$ cat config.mk
export PLATFORM = sky130hd
export DESIGN_NAME = imem_boot_loader
export DESIGN_NICKNAME = d
export VERILOG_FILES = /design/src/rtl/mips_boot_pkg.sv /design/src/rtl/imem_boot_loader_byte_packer.sv /design/src/rtl/imem_boot_loader.sv
export SDC_FILE = /design/constraint.sdc
export NUM_CORES = 1
export LEC_CHECK = 0
export ABC_AREA = 1
export ABC_CLOCK_PERIOD_IN_PS = 4500
export BUFFER_PORTS_ARGS = -buffer_cell sky130_fd_sc_hd__buf_2
export CORE_MARGIN = 2
export CORE_UTILIZATION = 30
export DETAILED_ROUTE_END_ITERATION = 8
export MAX_ROUTING_LAYER = met4
export PLACE_DENSITY = 0.59
export SLEW_MARGIN = 30
export SYNTH_ARGS = -nofsm -noshare
export SYNTH_HDL_FRONTEND = slang
export SYNTH_SLANG_ARGS = --single-unit
$ cat constraint.sdc
create_clock -name clock -period 4.5 [get_ports clock]
set_input_delay 1.35 -clock clock [delete_from_list [all_inputs] [get_ports clock]]
set_output_delay 1.35 -clock clock [all_outputs]
set_load 0.05 [all_outputs]
$ cat src/rtl/mips_boot_pkg.sv
// Shared types and constants for the instruction-memory boot loader.
package mips_boot_pkg;

    typedef enum logic [2:0] {
        ST_IDLE  = 3'd0,
        ST_HDR   = 3'd1,
        ST_LOAD  = 3'd2,
        ST_FLUSH = 3'd3,
        ST_DONE  = 3'd4,
        ST_ERROR = 3'd5
    } state_t;

    localparam int HDR_BYTES      = 4;
    localparam int BYTES_PER_WORD = 4;
    localparam int ADDR_SHIFT     = 2;

endpackage

$ cat src/rtl/imem_boot_loader_byte_packer.sv
// Big-endian byte-to-word packer shared by the header and the data words.
// word_next is the word that would complete if the current byte is the
// fourth one; word/word_valid are registered and only updated for words
// the caller marks with emit, so header words never reach the memory port.
module byte_packer
    import mips_boot_pkg::*;
(
    input  logic        clock,
    input  logic        reset,
    input  logic        clear,
    input  logic        in_valid,
    input  logic [7:0]  in_data,
    input  logic        emit,
    output logic [1:0]  cnt,
    output logic [31:0] word_next,
    output logic        word_valid,
    output logic [31:0] word
);

    localparam logic [1:0] LAST_BYTE = 2'(BYTES_PER_WORD - 1);

    logic [23:0] shift_r;
    logic [1:0]  cnt_r;
    logic        word_valid_r;
    logic [31:0] word_r;

    assign word_next  = {shift_r, in_data};
    assign cnt        = cnt_r;
    assign word_valid = word_valid_r;
    assign word       = word_r;

    // Shift accepted bytes in MSB first and emit a one-cycle strobe per word.
    always_ff @(posedge clock) begin
        if (reset) begin
            shift_r      <= 24'd0;
            cnt_r        <= 2'd0;
            word_valid_r <= 1'b0;
            word_r       <= 32'd0;
        end else if (clear) begin
            shift_r      <= 24'd0;
            cnt_r        <= 2'd0;
            word_valid_r <= 1'b0;
        end else begin
            word_valid_r <= 1'b0;
            if (in_valid) begin
                shift_r <= word_next[23:0];
                if (cnt_r == LAST_BYTE) begin
                    cnt_r <= 2'd0;
                    if (emit) begin
                        word_valid_r <= 1'b1;
                        word_r       <= word_next;
                    end
                end else begin
                    cnt_r <= cnt_r + 2'd1;
                end
            end
        end
    end

endmodule

$ cat src/rtl/imem_boot_loader.sv
// Boot loader: receives a length-prefixed big-endian program over a
// valid/ready byte stream, writes it word by word into instruction memory
// from address 0 and keeps the CPU in reset until the last word is written.
module imem_boot_loader
    import mips_boot_pkg::*;
#(
    parameter int DEPTH       = 256,
    parameter int CNT_W       = 9,
    parameter int TIMEOUT_CYC = 1000000
)
(
    input  logic             clock,
    input  logic             reset,
    input  logic             start,
    input  logic [7:0]       rx_data,
    input  logic             rx_valid,
    output logic             rx_ready,
    output logic             imem_we,
    output logic [31:0]      imem_addr,
    output logic [31:0]      imem_wdata,
    output logic             cpu_reset,
    output logic             busy,
    output logic             done,
    output logic             error,
    output logic [CNT_W-1:0] words_loaded
);

    localparam int          TMO_W   = $clog2(TIMEOUT_CYC + 1);
    localparam logic [31:0] DEPTH_W = 32'(DEPTH);

    state_t             state_r;
    logic               rx_ready_r;
    logic [31:0]        imem_addr_r;
    logic               cpu_reset_r;
    logic               busy_r;
    logic               done_r;
    logic               error_r;
    logic [CNT_W-1:0]   words_loaded_r;
    logic [CNT_W-1:0]   total_r;
    logic [TMO_W-1:0]   tmo_r;

    logic               accept_s;
    logic               start_s;
    logic               streaming_s;
    logic               timeout_s;
    logic               clear_s;
    logic               emit_s;
    logic               hdr_done_s;
    logic               word_done_s;
    logic [CNT_W-1:0]   wl_inc_s;
    logic [1:0]         pk_cnt_s;
    logic [31:0]        pk_next_s;
    logic               pk_valid_s;
    logic [31:0]        pk_word_s;

    assign accept_s    = rx_valid && rx_ready_r;
    assign start_s     = start && ((state_r == ST_IDLE) || (state_r == ST_ERROR));
    assign streaming_s = (state_r == ST_HDR) || (state_r == ST_LOAD);
    assign timeout_s   = streaming_s && !accept_s && (tmo_r == TMO_W'(TIMEOUT_CYC - 1));
    assign clear_s     = start_s || timeout_s;
    assign emit_s      = (state_r == ST_LOAD);
    assign hdr_done_s  = accept_s && (pk_cnt_s == 2'(HDR_BYTES - 1));
    assign word_done_s = accept_s && (pk_cnt_s == 2'(BYTES_PER_WORD - 1));
    assign wl_inc_s    = words_loaded_r + CNT_W'(1);

    byte_packer u_packer (
        .clock      (clock),
        .reset      (reset),
        .clear      (clear_s),
        .in_valid   (accept_s),
        .in_data    (rx_data),
        .emit       (emit_s),
        .cnt        (pk_cnt_s),
        .word_next  (pk_next_s),
        .word_valid (pk_valid_s),
        .word       (pk_word_s)
    );

    assign rx_ready     = rx_ready_r;
    assign imem_we      = pk_valid_s;
    assign imem_addr    = imem_addr_r;
    assign imem_wdata   = pk_word_s;
    assign cpu_reset    = cpu_reset_r;
    assign busy         = busy_r;
    assign done         = done_r;
    assign error        = error_r;
    assign words_loaded = words_loaded_r;

    // Load sequencer: state, registered status outputs, address and timeout.
    always_ff @(posedge clock) begin
        if (reset) begin
            state_r        <= ST_IDLE;
            rx_ready_r     <= 1'b0;
            imem_addr_r    <= 32'd0;
            cpu_reset_r    <= 1'b1;
            busy_r         <= 1'b0;
            done_r         <= 1'b0;
            error_r        <= 1'b0;
            words_loaded_r <= '0;
            total_r        <= '0;
            tmo_r          <= '0;
        end else begin
            case (state_r)
                ST_IDLE, ST_ERROR: begin
                    if (start_s) begin
                        state_r        <= ST_HDR;
                        rx_ready_r     <= 1'b1;
                        busy_r         <= 1'b1;
                        error_r        <= 1'b0;
                        words_loaded_r <= '0;
                        total_r        <= '0;
                        tmo_r          <= '0;
                    end
                end
                ST_HDR: begin
                    if (accept_s) begin
                        tmo_r <= '0;
                        if (hdr_done_s) begin
                            if (pk_next_s == 32'd0) begin
                                state_r     <= ST_DONE;
                                rx_ready_r  <= 1'b0;
                                busy_r      <= 1'b0;
                                done_r      <= 1'b1;
                                cpu_reset_r <= 1'b0;
                            end else if (pk_next_s > DEPTH_W) begin
                                state_r    <= ST_ERROR;
                                rx_ready_r <= 1'b0;
                                busy_r     <= 1'b0;
                                error_r    <= 1'b1;
                            end else begin
                                state_r <= ST_LOAD;
                                total_r <= pk_next_s[CNT_W-1:0];
                            end
                        end
                    end else if (timeout_s) begin
                        state_r    <= ST_ERROR;
                        rx_ready_r <= 1'b0;
                        busy_r     <= 1'b0;
                        error_r    <= 1'b1;
                    end else begin
                        tmo_r <= tmo_r + TMO_W'(1);
                    end
                end
                ST_LOAD: begin
                    if (accept_s) begin
                        tmo_r <= '0;
                        if (word_done_s) begin
                            imem_addr_r    <= 32'(words_loaded_r) << ADDR_SHIFT;
                            words_loaded_r <= wl_inc_s;
                            if (wl_inc_s == total_r) begin
                                state_r    <= ST_FLUSH;
                                rx_ready_r <= 1'b0;
                            end
                        end
                    end else if (timeout_s) begin
                        state_r    <= ST_ERROR;
                        rx_ready_r <= 1'b0;
                        busy_r     <= 1'b0;
                        error_r    <= 1'b1;
                    end else begin
                        tmo_r <= tmo_r + TMO_W'(1);
                    end
                end
                ST_FLUSH: begin
                    // The last write is on the port this cycle; release the
                    // CPU only from the following cycle on.
                    state_r     <= ST_DONE;
                    busy_r      <= 1'b0;
                    done_r      <= 1'b1;
                    cpu_reset_r <= 1'b0;
                end
                ST_DONE: begin
                    state_r <= ST_DONE;
                end
                default: begin
                    state_r    <= ST_IDLE;
                    rx_ready_r <= 1'b0;
                    busy_r     <= 1'b0;
                end
            endcase
        end
    end

endmodule

==> results of run 1 <==
path summary, 6_finish.rpt:
| path | endpoint | slack, ns | depth (start not counted) |
|---|---|---|---|
| setup reg to reg | words_loaded[6]$_SDFFE_PP0P_ | 2.20 | 8 |
| hold / removal | done$_SDFFE_PP0P_ | 0.45 | 2 |
| hold reg to reg | done$_SDFFE_PP0P_ | 0.45 | 2 |
| setup / recovery | tmo_r[12]$_SDFFE_PP0P_ | 1.68 | 11 |
cell usage after synthesis, types with 2 or more instances:
master      n  share of area (%)
o21ai_0    54                4.9
a21oi_2     2               0.32
buf_6       2               0.41
buf_4      24                3.3
nor2_2      4               0.46
nand3_2     2               0.37
clkbuf_1   22                1.5
nand3_1    34                3.1
o21ai_1     7               0.64
a21oi_1    90                8.2
inv_1      91                6.2
nor3_1     19                1.7
xnor2_1     3               0.48
xor2_1      4               0.64
inv_2       3               0.21
nand2_2     2               0.23
nor2_1     75                5.1
ha_1        3               0.69
dfxtp_1   114                 42
nand4_1    13                1.5
buf_2       6               0.55
a31oi_1     3               0.34
nor2_4      2               0.41
nand2_1   179                 12
state kept, by name, summed over array words and instances (netlist names):
| register | count |
|---|---|
| busy | 1 |
| cpu_reset | 1 |
| u_packer.word_valid | 1 |
| tmo_r | 20 |
| done | 1 |
| u_packer.shift_r | 24 |
| error | 1 |
| state_r | 3 |
| total_r | 9 |
| words_loaded | 9 |
| imem_addr | 9 |
| rx_ready | 1 |
| u_packer.cnt | 2 |
| u_packer.word | 32 |
report_power, final:
part | internal (µW) | switching [µW]
registers | 1070 | 46.7
clock network | 1130 | 472
logic | 227 | 589
total | 2430 | 1110
through the flow:
stage,hold WS [ns],power [µW],cell area (µm²),setup slack (ns),std cells
after global routing,0.473,3720,6600,1.44,1081
after detailed placement,0.442,1960,5900,1.23,1051
final,0.447,3540,6600,1.68,1081
after CTS,0.450,3560,6600,1.66,1081
after global placement,0.438,1960,5900,1.28,1051
after floorplan,0.424,1830,5560,1.88,805
layer usage:
layer / GRT usage [%] / up-vias / share of wire [%]
met2: 23.2 / 151 / 46
met5: - / - / 0
met1: 19.7 / 2288 / 47
met4: 4.15 / 0 / 1.2
met3: 3.52 / 20 / 5.5
li1: - / 2590 / -
worst reg2reg max path: stages, from the launching register on:
cell     delay [ns]
dfxtp_1        0.35
ha_1           0.22
inv_1          0.05
nor2_1         0.19
inv_1          0.12
nor2_4         0.49
buf_4          0.50
nand3_1        0.16
a21oi_1        0.16
cell usage in the layout (no fill, tap or decap), drive strengths merged, types with 20 or more instances in the layout:
cell      n
a21oi    93
nand2   183
o21ai    63
nand3    37
nor2     81
nor3     20
conb     23
clkbuf   20
buf      72
dfxtp   114
inv      95
area by class of cell:
cell class / instances / area (µm²) / share of cell area (%)
inverters: 96 / 367 / 5.56
clock inverters: 10 / 229 / 3.47
flip-flops and latches: 114 / 2280 / 34.6
repair buffers: 72 / 373 / 5.65
well taps: 229 / 287 / 4.34
multi-input cells: 540 / 2590 / 39.3
clock buffers: 20 / 467 / 7.07
kinds of logic (layout without fill, tap and decap cells):
logic type      after synthesis  count (layout)  share of synthesized area [%]
buf+inv                     151             198                           12.5
xor+xnor                      8               8                           1.53
flops                       114             114                           41.7
fa+ha+maj                     3               3                          0.686
compound gates              165             165                           16.1
simple gates                341             341                           27.4
other cells                   1              23                         0.0685
==> metrics, run 1 <==
DR WL/cell=12.8 µm; RSZ-0062 raised after global routing=false; outcome=finished clean; Vias=5049; CP delay by family, top=buffers and inverters; Final Cycle Share=62.7%; HPWL after DPL=9740 µm; total grt overflow=0; row count=49; critical path buffer and inverter count=4; crit end category=flop; CTS tree=built; final net count=856; Die Ht=139 µm; Post-DRT Antenna Nets=0; worst clock skew=0.0119 ns; setup_tns=0 ns; asr flop ratio synth=0%; ant diodes=0; final setup fails=0; CTS resizes=0; first-pass GRT wire length=22900 µm; CORE AREA=18000 µm²; effective utilization at floorplan=30.5%; count of cell types in the netlist=49; share of post-route cells with drive strength above 1=15.1%; final wirelength=13800 µm; clock-pin slew of the registers on the worst-case setup and hold paths=0.05 ns; GRT Total Usage=15.0%; Cells after Synth=783; number of enable flip-flop cells after synthesis=0; HP Class=flop to flop; initial antenna violation count=0; Die Wd=139 µm; initial drt markers=353; slowest CP cell=buf_4; Avg Vias per Cell=4.67; synth warn=0; post-CTS setup buffers=0; max_cap viols=0; clk_lat worst skew=0.42 ns; reg-to-reg critical path startpoint=u_packer.cnt[0]$_SDFFE_PP0P_; type of origin of the critical path=input port; post-layout util=36.7%; first drt pass iteration count=6; Layout area overhead=20.5%; post-cts hold buffer count=0; I/O Buffers=67; Inserted Clock Buffers=17; Worst Tran Pin Value=0.776 ns; CP required=4.83 ns; Main synth FF type=dfxtp_1; crit path time final=2.82 ns; syn avg cell area=6.99 µm²; crit-path max FO=35; Hold Vio Cnt, Final=0; H-tree levels=4; pin count of the biggest net entering global routing=52; Leak=0.00295 µW; Rel. slew slack=47.9%; WP data arrival=3.15 ns; Synth Cell Area=5470 µm²; vias in the first global route=4577; min-delay src=done$_SDFFE_PP0P_; pwr/cell area=536 nW/µm²; DRC Markers=0; Max Transition Viols Final=0; clock root cell=clkbuf_16; type of the worst setup path=input port to flop; Max Clock Freq=354 MHz; maximum buffer depth of the clock tree=2; register area share after synthesis=41.7%; Worst VDD drop=315 µV; die area=19300 µm²; number of synthesized register bits=114; RD Place Congestion=0.864; Critical path origin=rx_valid; CP Cell Sequence=buf_2, nand2_1, buf_4, inv_1, a21oi_4, nand3_4, nand2_8, o21ai_4, clkinv_2, o21ai_1, a31oi_1; # fillers=1902; peak per-stage delay on the critical path=0.36 ns; clock tree sinks=114; I/O Pins=91
Note: power is estimated with default switching activity, not from simulation.
==> inputs of run 2 (changes only) <==
- ABC_CLOCK_PERIOD_IN_PS: 4500 -> 2350
- PLACE_DENSITY: 0.59 -> 0.61
- clock period: 4.5 -> 2.35 ns (I/O delays scaled with it)
==> metrics, run 2 (synthesized netlist as in run 1, its figures left out) <==
outcome=finished clean (unchanged); pwr/cell area=973 nW/µm² (was 536 nW/µm²); CP required=2.67 ns (was 4.83 ns); maximum buffer depth of the clock tree=2 (unchanged); Min-Delay Path Depth=2 (unchanged); first-pass GRT wire length=22900 µm (about the same); worst clock skew=0.00957 ns (was 0.0119 ns); FF+latch area=2280 µm² (unchanged); GRT Total Usage=14.9% (was 15.0%); Avg Vias per Cell=4.65 (was 4.67); CORE AREA=18000 µm² (unchanged); Die Wd=139 µm (unchanged); reg-to-reg critical path startpoint=words_loaded[1]$_SDFFE_PP0P_ (was u_packer.cnt[0]$_SDFFE_PP0P_); post-CTS setup buffers=0 (unchanged); HPWL after DPL=9720 µm (was 9740 µm); RSZ-0062 raised after global routing=false (unchanged); final setup margin=0.262 ns (was 1.68 ns); CTS resizes=0 (unchanged); first drt pass iteration count=7 (was 6); initial drt markers=354 (was 353); Die Ht=139 µm (unchanged); final wirelength=13800 µm (about the same); CTS tree=built (unchanged); Max Clock Freq=479 MHz; Layout Cells excl Fill=1091 (was 1081); Inserted Clock Buffers=17 (unchanged); DR WL/cell=12.6 µm (was 12.8 µm); number of cells after detailed placement=1059 (was 1051); Rel. slew slack=54.4% (was 47.9%); clock root cell=clkbuf_16 (unchanged); die area=19300 µm² (unchanged); clock-pin slew of the registers on the worst-case setup and hold paths=0.06 ns (was 0.05 ns); Reg2Reg Setup Slack=0.26 ns (was 2.20 ns); type of origin of the critical path=flop (was input port); clock tree sinks=114 (unchanged); ant diodes=0 (unchanged); share of post-route cells with drive strength above 1=16.0% (was 15.1%); I/O Buffers=67 (unchanged); R2R depth=14 (was 8); Layout area overhead=20.5% (about the same); final setup fails=0 (unchanged); WP data arrival=2.41 ns (was 3.15 ns); final net count=864 (was 856); crit-path max FO=6 (was 35); max_cap viols=0 (unchanged); type of the worst setup path=flop to flop (was input port to flop); min-delay src=done$_SDFFE_PP0P_ (unchanged); pin count of the biggest net entering global routing=41 (was 52); crit end category=flop (unchanged); vias in the first global route=4612 (was 4577); Final Cycle Share=88.9%; hold path endpoint=done$_SDFFE_PP0P_ (unchanged); setup_tns=0 ns (unchanged); crit path time final=2.09 ns; post-cts hold buffer count=0 (unchanged); clk_lat worst skew=0.42 ns (about the same); commonest non-fill, non-tap cell in the layout=nand2_1 (unchanged); effective utilization at floorplan=30.5% (unchanged); initial antenna violation count=0 (unchanged); max FFs per register=32 (unchanged); RD Place Congestion=0.891 (was 0.864); area occupied by multi-input gates=2590 µm² (unchanged); H-tree levels=4 (unchanged); Worst VDD drop=677 µV (was 315 µV); Worst Tran Pin Value=0.679 ns (was 0.776 ns); row count=49 (unchanged); Max Transition Viols Final=0 (unchanged); I/O Pins=91 (unchanged); HP Class=flop to flop (unchanged); DRC Markers=0 (unchanged); # fillers=1893 (was 1902); Crit Reg-Reg Endpoint=state_r[1]$_SDFFE_PP0P_ (was words_loaded[6]$_SDFFE_PP0P_); Hold Vio Cnt, Final=0 (unchanged); Vias=5077 (was 5049); Leak=0.00294 µW (was 0.00295 µW); Post-DRT Antenna Nets=0 (unchanged); total grt overflow=0 (unchanged); Placement Setup Slack=0.0755 ns (was 1.23 ns); most frequent cells in the layout=179 x nand2_1, 114 x dfxtp_1, 91 x inv_1 (unchanged)
==> run 2: area by class of cell <==
cell class	instances	area share, %
multi-input cells	540	39.3
flip-flops and latches	114	34.6
repair buffers	80	6.94
clock buffers	18	6.51
inverters	96	5.56
well taps	229	4.34
clock inverters	14	2.71
==> run 2: worst max-delay path by stage <==
stage	start	end	slack, ns
after floorplan	words_loaded[1]$_SDFFE_PP0P_	state_r[0]$_SDFFE_PP0P_	0.33
after global placement	rx_data[6]	total_r[8]$_SDFFE_PP0P_	0.15
after detailed placement	rx_data[6]	total_r[3]$_SDFFE_PP0P_	0.08
after CTS	words_loaded[1]$_SDFFE_PP0P_	state_r[1]$_SDFFE_PP0P_	0.28
after global routing	tmo_r[0]$_SDFFE_PP0P_	tmo_r[19]$_SDFFE_PP0P_	0.07
final	words_loaded[1]$_SDFFE_PP0P_	state_r[1]$_SDFFE_PP0P_	0.26
==> run 2: worst max-delay path, cell delays in order (launching register included) <==
cell	delay (ns)
dfxtp_1	0.45
ha_1	0.29
nand2_1	0.09
inv_1	0.13
nor2_1	0.08
nand2_1	0.06
nand2_1	0.04
nor2_1	0.15
nand2_1	0.07
nor2_1	0.11
nand4_1	0.13
nand2_1	0.15
o21ai_0	0.13
nand2_1	0.08
inv_1	0.04
==> run 2: where the power goes <==
part / switching (µW) / leakage, µW / internal, µW / total (µW)
Clock: 976 / 0.000288 / 1680 / 2660
Sequential: 93.3 / 0.000921 / 2050 / 2140
Combinational: 1140 / 0.00174 / 485 / 1620
==> run 2: metal layers <==
| metal | vias to the layer above | track usage (%) | wire length [µm] |
|---|---|---|---|
| met4 | 0 | 5.00 | 201 |
| met3 | 23 | 3.63 | 570 |
| met2 | 123 | 23.4 | 6480 |
| li1 | 2609 | - | - |
| met1 | 2322 | 19.0 | 6540 |
| met5 | - | - | 0 |
==> run 2: stage by stage <==
step           power, µW  area, µm²  hold WS, ns  util [%]
3_3_place_gp        3800       5990        0.437      33.3
6_report            6420       6600        0.445      36.7
3_5_place_dp        3810       5990        0.438      33.3
2_1_floorplan       3510       5560        0.424         -
4_1_cts             6490       6600        0.447      36.7
5_1_grt             6770       6600        0.467      36.7
